===== src/rtl/ita_softmax_div_sched.sv =====
// Softmax divider scheduler: round-robin dispatch to NUM_DIV serial dividers,
// strictly in-order retirement, and accumulator write-port arbitration.
module ita_softmax_div_sched #(
    parameter int NUM_DIV  = 4,
    parameter int DATA_W   = 32,
    parameter int OUT_W    = 32,
    parameter int ROWS     = 64,
    parameter int ADDR_W   = $clog2(ROWS),
    localparam int PTR_W   = $clog2(NUM_DIV),
    localparam int CNT_W   = $clog2(NUM_DIV + 1)
) (
    input  logic                     clk_i,
    input  logic                     rst_ni,
    input  logic                     flush_i,
    input  logic                     req_valid_i,
    input  logic [DATA_W-1:0]        req_data_i,
    output logic                     req_ready_o,
    output logic [NUM_DIV-1:0]       div_valid_o,
    input  logic [NUM_DIV-1:0]       div_ready_i,
    output logic [DATA_W-1:0]        div_data_o,
    input  logic [NUM_DIV-1:0]       div_valid_i,
    input  logic [NUM_DIV*OUT_W-1:0] div_data_i,
    output logic [NUM_DIV-1:0]       div_ready_o,
    input  logic                     acc_busy_i,
    output logic                     wr_en_o,
    output logic [ADDR_W-1:0]        wr_addr_o,
    output logic [OUT_W-1:0]         wr_data_o,
    output logic                     row_done_o,
    output logic [CNT_W-1:0]         inflight_o,
    output logic                     busy_o
);

    localparam logic [CNT_W-1:0]  INFL_MAX  = CNT_W'(NUM_DIV);
    localparam logic [PTR_W-1:0]  PTR_LAST  = PTR_W'(NUM_DIV - 1);
    localparam logic [ADDR_W-1:0] ADDR_LAST = ADDR_W'(ROWS - 1);

    logic [PTR_W-1:0]  rd_ptr;
    logic [PTR_W-1:0]  wr_ptr;
    logic [CNT_W-1:0]  inflight;
    logic [ADDR_W-1:0] addr;

    logic              can_disp;
    logic              can_retire;
    logic              rd_sel_ready;
    logic              head_valid;
    logic [OUT_W-1:0]  head_data;
    logic              disp_fire;
    logic              ret_fire;

    assign can_disp   = inflight < INFL_MAX;
    assign can_retire = !acc_busy_i && (inflight != '0);

    // Select the divider addressed by each pointer without variable-width indexing.
    always_comb begin
        rd_sel_ready = 1'b0;
        head_valid   = 1'b0;
        head_data    = '0;
        div_valid_o  = '0;
        div_ready_o  = '0;
        for (int i = 0; i < NUM_DIV; i++) begin
            if (PTR_W'(i) == rd_ptr) begin
                rd_sel_ready   = div_ready_i[i];
                div_valid_o[i] = req_valid_i & can_disp;
            end
            if (PTR_W'(i) == wr_ptr) begin
                head_valid     = div_valid_i[i];
                head_data      = div_data_i[i*OUT_W +: OUT_W];
                div_ready_o[i] = can_retire;
            end
        end
    end

    // Ready is independent of req_valid_i so the FIFO pop handshake stays loop-free.
    assign req_ready_o = rd_sel_ready & can_disp;
    assign div_data_o  = req_data_i;
    assign disp_fire   = req_valid_i & req_ready_o;
    assign ret_fire    = head_valid & can_retire;

    assign inflight_o  = inflight;
    assign busy_o      = (inflight != '0) || wr_en_o;

    always_ff @(posedge clk_i or negedge rst_ni) begin
        if (!rst_ni) begin
            rd_ptr     <= '0;
            wr_ptr     <= '0;
            inflight   <= '0;
            addr       <= '0;
            wr_en_o    <= 1'b0;
            wr_addr_o  <= '0;
            wr_data_o  <= '0;
            row_done_o <= 1'b0;
        end else if (flush_i) begin
            rd_ptr     <= '0;
            wr_ptr     <= '0;
            inflight   <= '0;
            addr       <= '0;
            wr_en_o    <= 1'b0;
            wr_addr_o  <= '0;
            wr_data_o  <= '0;
            row_done_o <= 1'b0;
        end else begin
            wr_en_o    <= ret_fire;
            row_done_o <= ret_fire && (addr == ADDR_LAST);

            if (disp_fire) begin
                rd_ptr <= (rd_ptr == PTR_LAST) ? '0 : rd_ptr + 1'b1;
            end

            if (ret_fire) begin
                wr_ptr    <= (wr_ptr == PTR_LAST) ? '0 : wr_ptr + 1'b1;
                wr_data_o <= head_data;
                wr_addr_o <= addr;
                addr      <= (addr == ADDR_LAST) ? '0 : addr + 1'b1;
            end

            case ({disp_fire, ret_fire})
                2'b10:   inflight <= inflight + 1'b1;
                2'b01:   inflight <= inflight - 1'b1;
                default: inflight <= inflight;
            endcase
        end
    end

endmodule

===== config.mk =====
export PLATFORM = sky130hd
export DESIGN_NAME = ita_softmax_div_sched
export DESIGN_NICKNAME = d
export VERILOG_FILES = /design/src/rtl/ita_softmax_div_sched.sv
export SDC_FILE = /design/constraint.sdc
export NUM_CORES = 1
export LEC_CHECK = 0
export ABC_AREA = 1
export BUFFER_PORTS_ARGS = -buffer_cell sky130_fd_sc_hd__buf_4
export CAP_MARGIN = 0
export CORE_MARGIN = 1
export CORE_UTILIZATION = 38
export CTS_BUF_LIST = sky130_fd_sc_hd__clkbuf_2 sky130_fd_sc_hd__clkbuf_4 sky130_fd_sc_hd__clkbuf_8
export DETAILED_ROUTE_END_ITERATION = 6
export PLACE_DENSITY = 0.79
export SLEW_MARGIN = 20
export SYNTH_ARGS = -nofsm -noshare
export SYNTH_HDL_FRONTEND = slang
export SYNTH_SLANG_ARGS = --single-unit

===== constraint.sdc =====
create_clock -name clk_i -period 2.3 [get_ports clk_i]
set_clock_uncertainty 0.2 [all_clocks]
set_input_delay 0.23 -clock clk_i [delete_from_list [all_inputs] [get_ports clk_i]]
set_output_delay 0.23 -clock clk_i [all_outputs]
set_load 0.01 [all_outputs]

==> flow_summary_export.csv, run 1 <==
group,metric,value,unit
logic_synthesis,synth_simple_gate_area_share,18.9,%
sta,max_freq,436,MHz
drt,vias,3822,
global_routing,grt_max_degree,54,
logic_synthesis,syn_area,3600,um2
pwr,p_leak,0.00266,uW
critical_path,required,1870,ps
global_routing,grt_first_pass_wirelength,17300,um
outcome,status,"finished, final reports clean",
clock_tree,clk_latency,300,ps
sta,setup_viol,0,
logic_synthesis,synth_edf_count,0,
global_routing,grt_pass1_vias,3639,
logic_synthesis,post_synth_num_cell_types,33,
sta,slew_viol_final,0,
clock_tree,numCtsBuffers,5,
critical_path,ff2ff_path_depth,15,
clock_tree,cts_tree,"done",
die,num_io_pins,258,
logic_synthesis,synth_top_family_by_area,"simple AND/OR/NAND/NOR gates",
logic_synthesis,yosysMostFrequentCell,"nand2_1",
drt,wl,11300,um
cells_and_area,diodes,0,
sta,slew_headroom,55.2,%
logic_synthesis,synth_xor_area_share,0.487,%
job,maxCapViolCount,0,
drt,dr.pass1.iters,4,
logic_synthesis,ys_ff_latch,53,
global_routing,antenna_found_initial,0,
sta,fin_crit,2300,ps
min_path,hp-class,"input port to flip-flop",
die,core,9200,um2
cells_and_area,seq_area,1330,um2
placement,place_hpwl,8280,um
die,die_height,99.3,um
placement,place.gp.congestion,0.869,
sta,fin_ws,4.96,ps
sta,hold_ws,7.21,ps
logic_synthesis,muxShareOfSynthArea,7.24,%
logic_synthesis,synth-compound-area-share,18.7,%
critical_path,end_kind,"primary output",
cells_and_area,drive_gt1_share,39.7,%
clock_tree,clock_path_buffers,2,
critical_path,cp_max_fo,33,
placement,dp_slack,-123,ps
logic_synthesis,syn_area_per_cell,7.68,um2
logic_synthesis,synthCells,468,
logic_synthesis,synth_top_area_share,36.9,%
die,rows,35,
placement,io_buffers,193,
cells_and_area,n_fill_cell,845,
logic_synthesis,synth_seq_area_share,36.9,%
critical_path,critPathKind,"flip-flop to primary output",
min_path,hold_depth,3,
clock_tree,cts_root_buf,"clkbuf_8",
logic_synthesis,synthTopCellsByCount,"nand2_1, a21oi_1, dfrtp_1, nor2_1, o21ai_0",
logic_synthesis,yosys.area.top_type,"dfrtp_1",
sta,grt_setup_unrepaired,"yes",
sta,tightest_slew,672,ps
global_routing,gr-usage-all-layers,22.2,%
cells_and_area,utilization,56.6,%
pwr,vdd_drop_max,505,uV
sta,min_period_over_period,99.8,%
drt,dr.first_iter.drc_count,124,
logic_synthesis,synth_fp_nets,651,
logic_synthesis,netlist_top_cells_area,"dfrtp_1, nand2_1, a21oi_1",
pwr,power.density,688,nW/um2
clock_tree,cts.sinks,53,
die,initial_core_util,39.1,%
logic_synthesis,ys.flop_type,"dfrtp_1",
sta,hold_viol,0,
cells_and_area,multiInputGateArea,1840,um2
logic_synthesis,ys_warn_count,0,
cells_and_area,area_delta_synth_final,44.9,%
drt,drc,0,
critical_path,cp-start-kind,"flip-flop",
die,die_area,9860,um2
clock_tree,cts.clk_slew.worst_paths,90,ps
drt,ant_nets,0,
cells_and_area,nets,818,
critical_path,r2r_setup_slack,30,ps
logic_synthesis,synthAdderAreaFrac,3.69,%
clock_tree,htreeDepth,2,
critical_path,cp.arrival,1870,ps
drt,drt-wirelength-per-cell,15.1,um
die,die_x,99.3,um
logic_synthesis,async_flop_share,100,%
drt,viasPerCell,5.12,
global_routing,overflow,0,
## layout by cell type, fill, tap and decap left out, types with 3 or more instances in the layout
| cell | count |
|---|---|
| o211ai_1 | 4 |
| ha_4 | 3 |
| nand2_2 | 3 |
| ha_1 | 5 |
| o21ai_0 | 34 |
| inv_2 | 8 |
| dlygate4sd3_1 | 4 |
| nand2_1 | 95 |
| nand3_2 | 3 |
| mux2i_1 | 26 |
| o21ai_1 | 13 |
| clkbuf_8 | 6 |
| nand3_1 | 13 |
| nor2_1 | 41 |
| buf_12 | 3 |
| dfrtp_1 | 52 |
| a21o_1 | 4 |
| a21oi_2 | 3 |
| buf_4 | 208 |
| inv_1 | 22 |
| a21oi_1 | 62 |
## worst paths after layout
check | startpoint | end
max | wr_ptr[0]$_DFFE_PN0P_ | div_ready_o[3]
min | div_data_i[122] | wr_data_o[26]$_DFFE_PN0P_
max reg2reg | wr_ptr[0]$_DFFE_PN0P_ | inflight_o[2]$_DFFE_PN0P_
min reg2reg | wr_data_o[5]$_DFFE_PN0P_ | wr_data_o[5]$_DFFE_PN0P_
max in group asynchronous | rst_ni | wr_ptr[1]$_DFFE_PN0P_
min in group asynchronous | rst_ni | wr_addr_o[2]$_DFFE_PN0P_
## sequential cells by signal, summed over array words and instances (netlist names)
name / count
wr_en_o: 1
wr_addr_o: 6
rd_ptr: 2
inflight_o: 3
wr_data_o: 32
addr: 6
row_done_o: 1
wr_ptr: 2
## per-stage QoR
stage / area (um2) / cells / total power (uW) / setup TNS (ps)
floorplan: 3610 / 468 / 2240 / -2.17
global placement: 4940 / 728 / 2910 / 0
detailed placement: 4940 / 728 / 2970 / -123
CTS: 5180 / 745 / 3590 / -12.2
global route: 5210 / 746 / 3850 / -227
finish: 5210 / 746 / 3580 / 0
## area by class of cell
| cell class | count | area share [%] |
|---|---|---|
| multi-input cells | 327 | 35.3 |
| repair buffers | 218 | 32.6 |
| flip-flops and latches | 53 | 25.5 |
| well taps | 111 | 2.67 |
| inverters | 30 | 2.16 |
| clock buffers | 7 | 1.73 |
## worst max-delay path, cell delays in order (launching register included)
cell and delay (ps):
dfrtp_1 410, buf_4 140, ha_2 230, buf_8 300, inv_1 180, nor2_1 160, buf_4 140
## routing by layer
| metal | vias to the layer above | part of all wire [%] | GRT usage [%] |
|---|---|---|---|
| met3 | 21 | 6.3 | 4.29 |
| met5 | - | 0 | 0 |
| met1 | 1797 | 38 | 24.0 |
| li1 | 1850 | - | - |
| met2 | 154 | 54 | 43.2 |
| met4 | 0 | 1.9 | 6.79 |
## timing repair
action                                 4_1_cts  5_1_grt
setup buffers                                6        1
setup endpoints to repair                    2        6
pin swaps                                    6        2
hold buffers                                 4        0
endpoints found under the hold margin       56        0
gates resized for setup                     19        4
## cell families (layout without fill, tap and decap cells)
| logic type | Yosys count | in the layout |
|---|---|---|
| simple gates | 163 | 163 |
| compound gates | 126 | 126 |
| buf+inv | 88 | 255 |
| flops | 53 | 53 |
| mux | 26 | 26 |
| fa+ha+maj | 10 | 10 |
| xor+xnor | 2 | 2 |
## power by group
group | leakage [uW] | switching (uW) | internal (uW)
registers | 0.000729 | 102 | 1060
logic | 0.00188 | 998 | 885
clock network | 0.0000477 | 284 | 251
total | 0.00266 | 1380 | 2200
(Power assumes the default switching activity.)
==> inputs of run 2 (changes only) <==
ABC_AREA = default   (was 1)
CORE_UTILIZATION = 39   (was 38)
PLACE_DENSITY = 0.8   (was 0.79)
==> run 2 against run 1 <==
  * Critical path type is now flip-flop to flip-flop
  * Final area grew 8.9%
  * Cell count grew 10%
  * Largest cell class unchanged
  * Critical endpoint is now inflight_o[2]$_DFFE_PN0P_
  * Combinational power increased by 18%
  * The flow now finishes with violations (setup timing)
==> flow_summary_export.csv, run 2 <==
group,metric,value,unit
logic_synthesis,netlist_top_cells_area,"dfrtp_1, a21oi_1, o21ai_0",
critical_path,ff2ff_path_depth,9,
placement,dp.cells,804,
sta,fin_ws,-108,ps
global_routing,grt_first_pass_wirelength,18000,um
cells_and_area,layout_commonest_cell,"buf_4",
clock_tree,clock_path_buffers,2,
critical_path,required,2340,ps
min_path,hp-class,"input port to flip-flop",
clock_tree,numCtsBuffers,5,
global_routing,gr-usage-all-layers,22.5,%
drt,viasPerCell,5.10,
cells_and_area,area_delta_synth_final,50.3,%
critical_path,cp_cell_sequence,"inv_2 -> ha_2 -> nand3b_1 -> a211oi_4 -> a211oi_4 -> fa_1 -> nor2_2 -> nand2_1 -> a31oi_1",
job,maxCapViolCount,0,
sta,fin_crit,2410,ps
die,rows,35,
logic_synthesis,synth_fp_nets,707,
die,die_height,100,um
drt,wl,12000,um
critical_path,cp_max_fo,4,
global_routing,grt_max_degree,66,
drt,drt-wirelength-per-cell,14.6,um
logic_synthesis,syn_area_per_cell,7.20,um2
critical_path,cp.arrival,2440,ps
critical_path,critPathKind,"flip-flop to flip-flop",
critical_path,crit_path_start,"rd_ptr[1]$_DFFE_PN0P_",
sta,min_period_over_period,105,%
sta,slew_headroom,54.2,%
sta,slew_viol_final,0,
clock_tree,cts.clk_slew.worst_paths,100,ps
logic_synthesis,synth_seq_area_share,35.1,%
critical_path,critPathCapture,"inflight_o[2]$_DFFE_PN0P_",
global_routing,grt_util_met3,3.34,%
drt,dr.first_iter.drc_count,111,
pwr,vdd_drop_max,275,uV
placement,io_buffers,193,
cells_and_area,final_cell_mix,"buf_4, nand2_1, a21oi_1, o21ai_0, dfrtp_1",
critical_path,reg2reg_from,"rd_ptr[1]$_DFFE_PN0P_",
critical_path,crit_top_cell,"a211oi_4",
global_routing,use_met1,27.4,%
die,core,9330,um2
global_routing,met2_usage,40.9,%
outcome,violations,"setup timing",
sta,setup_viol,32,
logic_synthesis,synth_edf_count,0,
logic_synthesis,synth_top_area_share,35.1,%
critical_path,timing.rr.end,"inflight_o[2]$_DFFE_PN0P_",
logic_synthesis,ys_warn_count,0,
placement,place_hpwl,8660,um
logic_synthesis,syn_area,3770,um2
placement,place.gp.congestion,0.855,
critical_path,end_kind,"flip-flop",
critical_path,r2r_setup_slack,-110,ps
sta,tns,-1210,ps
logic_synthesis,yosysMostFrequentCell,"nand2_1",
sta,grt_setup_unrepaired,"yes",
logic_synthesis,async_flop_share,100,%
drt,ant_nets,0,
cells_and_area,drive_gt1_share,39.3,%
logic_synthesis,yosys.area.top_type,"dfrtp_1",
sta,hold_viol,0,
cells_and_area,final_cells,821,
global_routing,overflow,0,
logic_synthesis,synthTopCellsByCount,"nand2_1, a21oi_1, o21ai_0, dfrtp_1, nor2_1",
pwr,power.density,716,nW/um2
pwr,p_leak,0.00279,uW
global_routing,grt_pass1_vias,3717,
critical_path,cp-start-kind,"flip-flop",
clock_tree,clk_latency,310,ps
clock_tree,cts_tree,"done",
sta,tightest_slew,687,ps
sta,max_freq,415,MHz
die,die_area,10100,um2
critical_path,max_stage_delay,420,ps
global_routing,antenna_found_initial,0,
cells_and_area,largest_reg_flops,32,
logic_synthesis,post_synth_num_cell_types,36,
cells_and_area,nets,874,
logic_synthesis,synthCells,524,
die,initial_core_util,40.5,%
die,num_io_pins,258,
clock_tree,cts_root_buf,"clkbuf_8",
cells_and_area,top_register,"wr_data_o",
cells_and_area,diodes,0,
clock_tree,cts.sinks,53,
logic_synthesis,ys_ff_latch,53,
logic_synthesis,ys.flop_type,"dfrtp_1",
drt,drc,0,
critical_path,cpMaxStageDelayCell,"dfrtp_1",
drt,dr.pass1.iters,4,
clock_tree,htreeDepth,2,
cells_and_area,n_fill_cell,815,
cells_and_area,utilization,60.8,%
die,die_x,100,um
global_routing,busiest_layer,"met2",
drt,vias,4183,
outcome,status,"finished with violations",
cells_and_area,reg_top3,"wr_data_o: 32 flops, addr: 6 flops, wr_addr_o: 6 flops",
[run 2: routing by layer]
metal	vias to the layer above	routed length, um
li1	2062	-
met1	1917	4830
met2	175	6200
met3	29	561
met4	0	371
met5	-	0
[run 2: stage by stage]
stage                     instance area, um2  setup WS [ps]  total power [uW]  hold WS, ps
after global routing                    5670           -204              4350         69.2
after floorplan                         3790           -193              2250         -266
after global placement                  5290          -57.2              3090          106
after detailed placement                5290           -158              3150          115
after CTS                               5510           -114              3930         57.5
final                                   5670           -108              4060         65.2
[run 2: how the worst min path moves through the flow]
stage | slack [ps] | start | cells past startpoint | to
3_3_place_gp | 110 | rst_ni | 1 | wr_data_o[28]$_DFFE_PN0P_
3_5_place_dp | 110 | rst_ni | 1 | wr_data_o[28]$_DFFE_PN0P_
2_1_floorplan | -270 | rst_ni | 0 | addr[0]$_DFFE_PN0P_
4_1_cts | 60 | div_data_i[122] | 3 | wr_data_o[26]$_DFFE_PN0P_
6_report | 70 | div_data_i[122] | 3 | wr_data_o[26]$_DFFE_PN0P_
5_1_grt | 70 | div_data_i[119] | 3 | wr_data_o[23]$_DFFE_PN0P_
[run 2: worst max-delay path, delay by kind of cell, from the launching register on]
kind	cells	cell delay (ps)
and+or+nand+nor	3	440
adders and majority gates	2	620
buffers and inverters	1	60
AOI/OAI and AO/OA	3	600
DFF	1	420
[run 2: report_power, final]
part | internal, uW | total, uW | switching (uW)
Sequential | 1080 | 1190 | 103
Combinational | 1110 | 2220 | 1110
Clock | 339 | 651 | 311
Total | 2540 | 4060 | 1520
[run 2: timing repair]
item / 4_1_cts / 5_1_grt
gates resized for setup: 24 / 19
setup buffers: 2 / 3
hold buffers: 1 / 0
gates cloned: 0 / 3
hold endpoints to repair: 53 / 0
pin swaps: 1 / 9
setup endpoints to repair: 36 / 41
[run 2: area by class of cell]
class / count / area (um2) / share of cell area (%)
repair buffers: 232 / 1880 / 33.1
well taps: 129 / 161 / 2.85
clock inverters: 2 / 38.8 / 0.684
flip-flops and latches: 53 / 1330 / 23.4
inverters: 36 / 135 / 2.38
multi-input cells: 363 / 2060 / 36.3
clock buffers: 6 / 76.3 / 1.35
[run 2: kinds of logic after synthesis]
group | count (synthesis) | synth area share, %
simple gates | 161 | 18.4
compound gates | 188 | 27.9
fa+ha+maj | 10 | 3.51
buf+inv | 108 | 14.1
flops | 53 | 35.1
xor+xnor | 4 | 0.929
==> inputs of run 3 (changes only) <==
CORE_UTILIZATION = 40   (was 39)
PLACE_DENSITY = 0.79   (was 0.8)
clock period = 2.7 ns   (was 2.3 ns; I/O delays follow)
==> run 3 against run 2 <==
  * The flow now finishes without violations
  * First-iteration DRC count rose by 30%
  * Routed wire length fell by 6.7%
  * Global-route usage fell by 0.37 points
  * Critical path depth fell by 2
  * Clock power fell by 27%
  * Non-clock buffer count fell by 23
  * Die area fell by 2.4%
  * Worst setup slack improved by 270 ps
  * Combinational power fell by 33%
  * Worst hold slack improved by 39 ps
  * Utilization fell by 4.3 points
  * Highest routed layer unchanged
  * Fmax fell by 5.3%
==> flow_summary_export.csv, run 3 (same netlist as run 2, synthesis figures left out) <==
group,metric,value,unit
min_path,hold_depth,3,
die,die_area,9830,um2
drt,dr.pass1.iters,4,
critical_path,cp-start-kind,"flip-flop",
job,maxCapViolCount,0,
critical_path,critPathKind,"flip-flop to flip-flop",
global_routing,grt_max_degree,60,
clock_tree,clk_latency,310,ps
sta,slew_viol_final,0,
drt,dr.first_iter.drc_count,144,
clock_tree,post-cts-setup-buffers,0,
global_routing,overflow,0,
critical_path,r2r_setup_slack,160,ps
cells_and_area,drive_gt1_share,33.5,%
drt,routed.top_layer,"met4",
critical_path,required,2670,ps
critical_path,cp_max_fo,5,
critical_path,cp.arrival,2510,ps
placement,place_hpwl,8380,um
global_routing,gr-usage-all-layers,22.2,%
global_routing,grt_pass1_vias,3682,
clock_tree,cts_root_buf,"clkbuf_8",
die,rows,35,
cells_and_area,layout_commonest_cell,"buf_4",
placement,io_buffers,193,
clock_tree,cts.sinks,53,
die,core,9200,um2
die,initial_core_util,41.0,%
sta,tightest_slew,679,ps
sta,min_period_over_period,94.1,%
clock_tree,cts_tree,"done",
drt,viasPerCell,5.14,
clock_tree,cts.clk_slew.worst_paths,110,ps
cells_and_area,largest_reg_flops,32,
drt,drt-wirelength-per-cell,14.3,um
cells_and_area,reg_top3,"wr_data_o: 32 flops, addr: 6 flops, wr_addr_o: 6 flops",
die,die_x,99.1,um
drt,met2_wirelength,5580,um
sta,setup_viol,0,
drt,drc,0,
drt,wl,11200,um
global_routing,grt_first_pass_wirelength,17500,um
sta,grt_setup_unrepaired,"no",
clock_tree,htreeDepth,2,
min_path,hp-class,"input port to flip-flop",
drt,ant_nets,0,
pwr,vdd_drop_max,285,uV
sta,slew_headroom,54.7,%
clock_tree,numCtsBuffers,5,
cells_and_area,final_area,5200,um2
sta,hold_ws,104,ps
pwr,power.density,575,nW/um2
cells_and_area,final_cell_mix,"buf_4, nand2_1, a21oi_1, o21ai_0, dfrtp_1",
cells_and_area,area_delta_synth_final,37.7,%
outcome,status,"finished, final reports clean",
cells_and_area,top_register,"wr_data_o",
critical_path,end_kind,"flip-flop",
sta,fin_crit,2540,ps
sta,hold_viol,0,
drt,drt-met1-wl,4670,um
drt,routed-wl-met3,760,um
pwr,p_leak,0.00259,uW
global_routing,antenna_found_initial,0,
placement,place.gp.congestion,0.798,
sta,tns,0,ps
placement,place_area,5090,um2
sta,max_freq,393,MHz
drt,vias,4010,
die,num_io_pins,258,
clock_tree,clock_path_buffers,2,
critical_path,ff2ff_path_depth,7,
cells_and_area,nets,851,
cells_and_area,diodes,0,
die,die_height,99.1,um
[run 3: changes by cell type in the layout (fill, tap and decap cells not counted), moves of 3 or more]
cell	change
nor2_1	+9
buf_6	-4
ha_1	+3
a211oi_4	-3
buf_4	-10
o21ai_0	+5
o21ai_1	-3
a211oi_1	+3
nor2_2	-9
buf_12	-6
[run 3: final cells by class]
| class | instances | area [um2] |
|---|---|---|
| tap | 111 | 139 |
| clock buffer | 6 | 82.6 |
| clock inverter | 2 | 13.8 |
| multi-input combinational | 363 | 1930 |
| sequential | 53 | 1330 |
| inverter | 36 | 135 |
| fill | 865 | 4000 |
| timing repair buffer | 209 | 1570 |
[run 3: metal layers]
metal	up-vias	GRT usage, %
met5	-	0
met4	0	5.66
met3	17	3.44
met2	164	39.6
met1	1813	28.0
li1	2016	-
[run 3: metrics by stage]
step | total power [uW] | setup slack, ps | std cells | util (%)
2_1_floorplan | 1900 | 161 | 524 | -
3_3_place_gp | 2500 | 234 | 771 | 55.4
3_5_place_dp | 2540 | 164 | 771 | 55.4
4_1_cts | 3020 | 149 | 780 | 56.5
5_1_grt | 3240 | 0.179 | 780 | 56.5
6_report | 2990 | 158 | 780 | 56.5
[run 3: timing repair]
action                                 4_1_cts  5_1_grt
gates resized for setup                      0        0
hold buffers                                 1        0
endpoints found under the hold margin       53        0
[run 3: worst max-delay path, cell delays in order, from the launching register on]
cell and delay, ps:
dfrtp_1 440, ha_2 230, nor2b_1 150, or4_4 520, a211oi_2 230, fa_1 440, o21ai_0 120, a21oi_2 90
[run 3: final timing paths]
| check | end | from |
|---|---|---|
| worst max-delay path | inflight_o[1]$_DFFE_PN0P_ | wr_ptr[0]$_DFFE_PN0P_ |
| worst min-delay path | wr_data_o[23]$_DFFE_PN0P_ | div_data_i[119] |
| worst max register to register | inflight_o[1]$_DFFE_PN0P_ | wr_ptr[0]$_DFFE_PN0P_ |
| worst min register to register | wr_addr_o[0]$_DFFE_PN0P_ | wr_addr_o[0]$_DFFE_PN0P_ |
| max in group asynchronous | wr_data_o[11]$_DFFE_PN0P_ | rst_ni |
| min in group asynchronous | rd_ptr[0]$_DFFE_PN0P_ | rst_ni |
[run 3: report_power, final]
part | switching (uW) | leakage [uW] | total, uW | internal [uW]
clock | 268 | 0.0000512 | 476 | 209
combinational | 797 | 0.00180 | 1490 | 692
sequential | 98.7 | 0.000732 | 1020 | 923
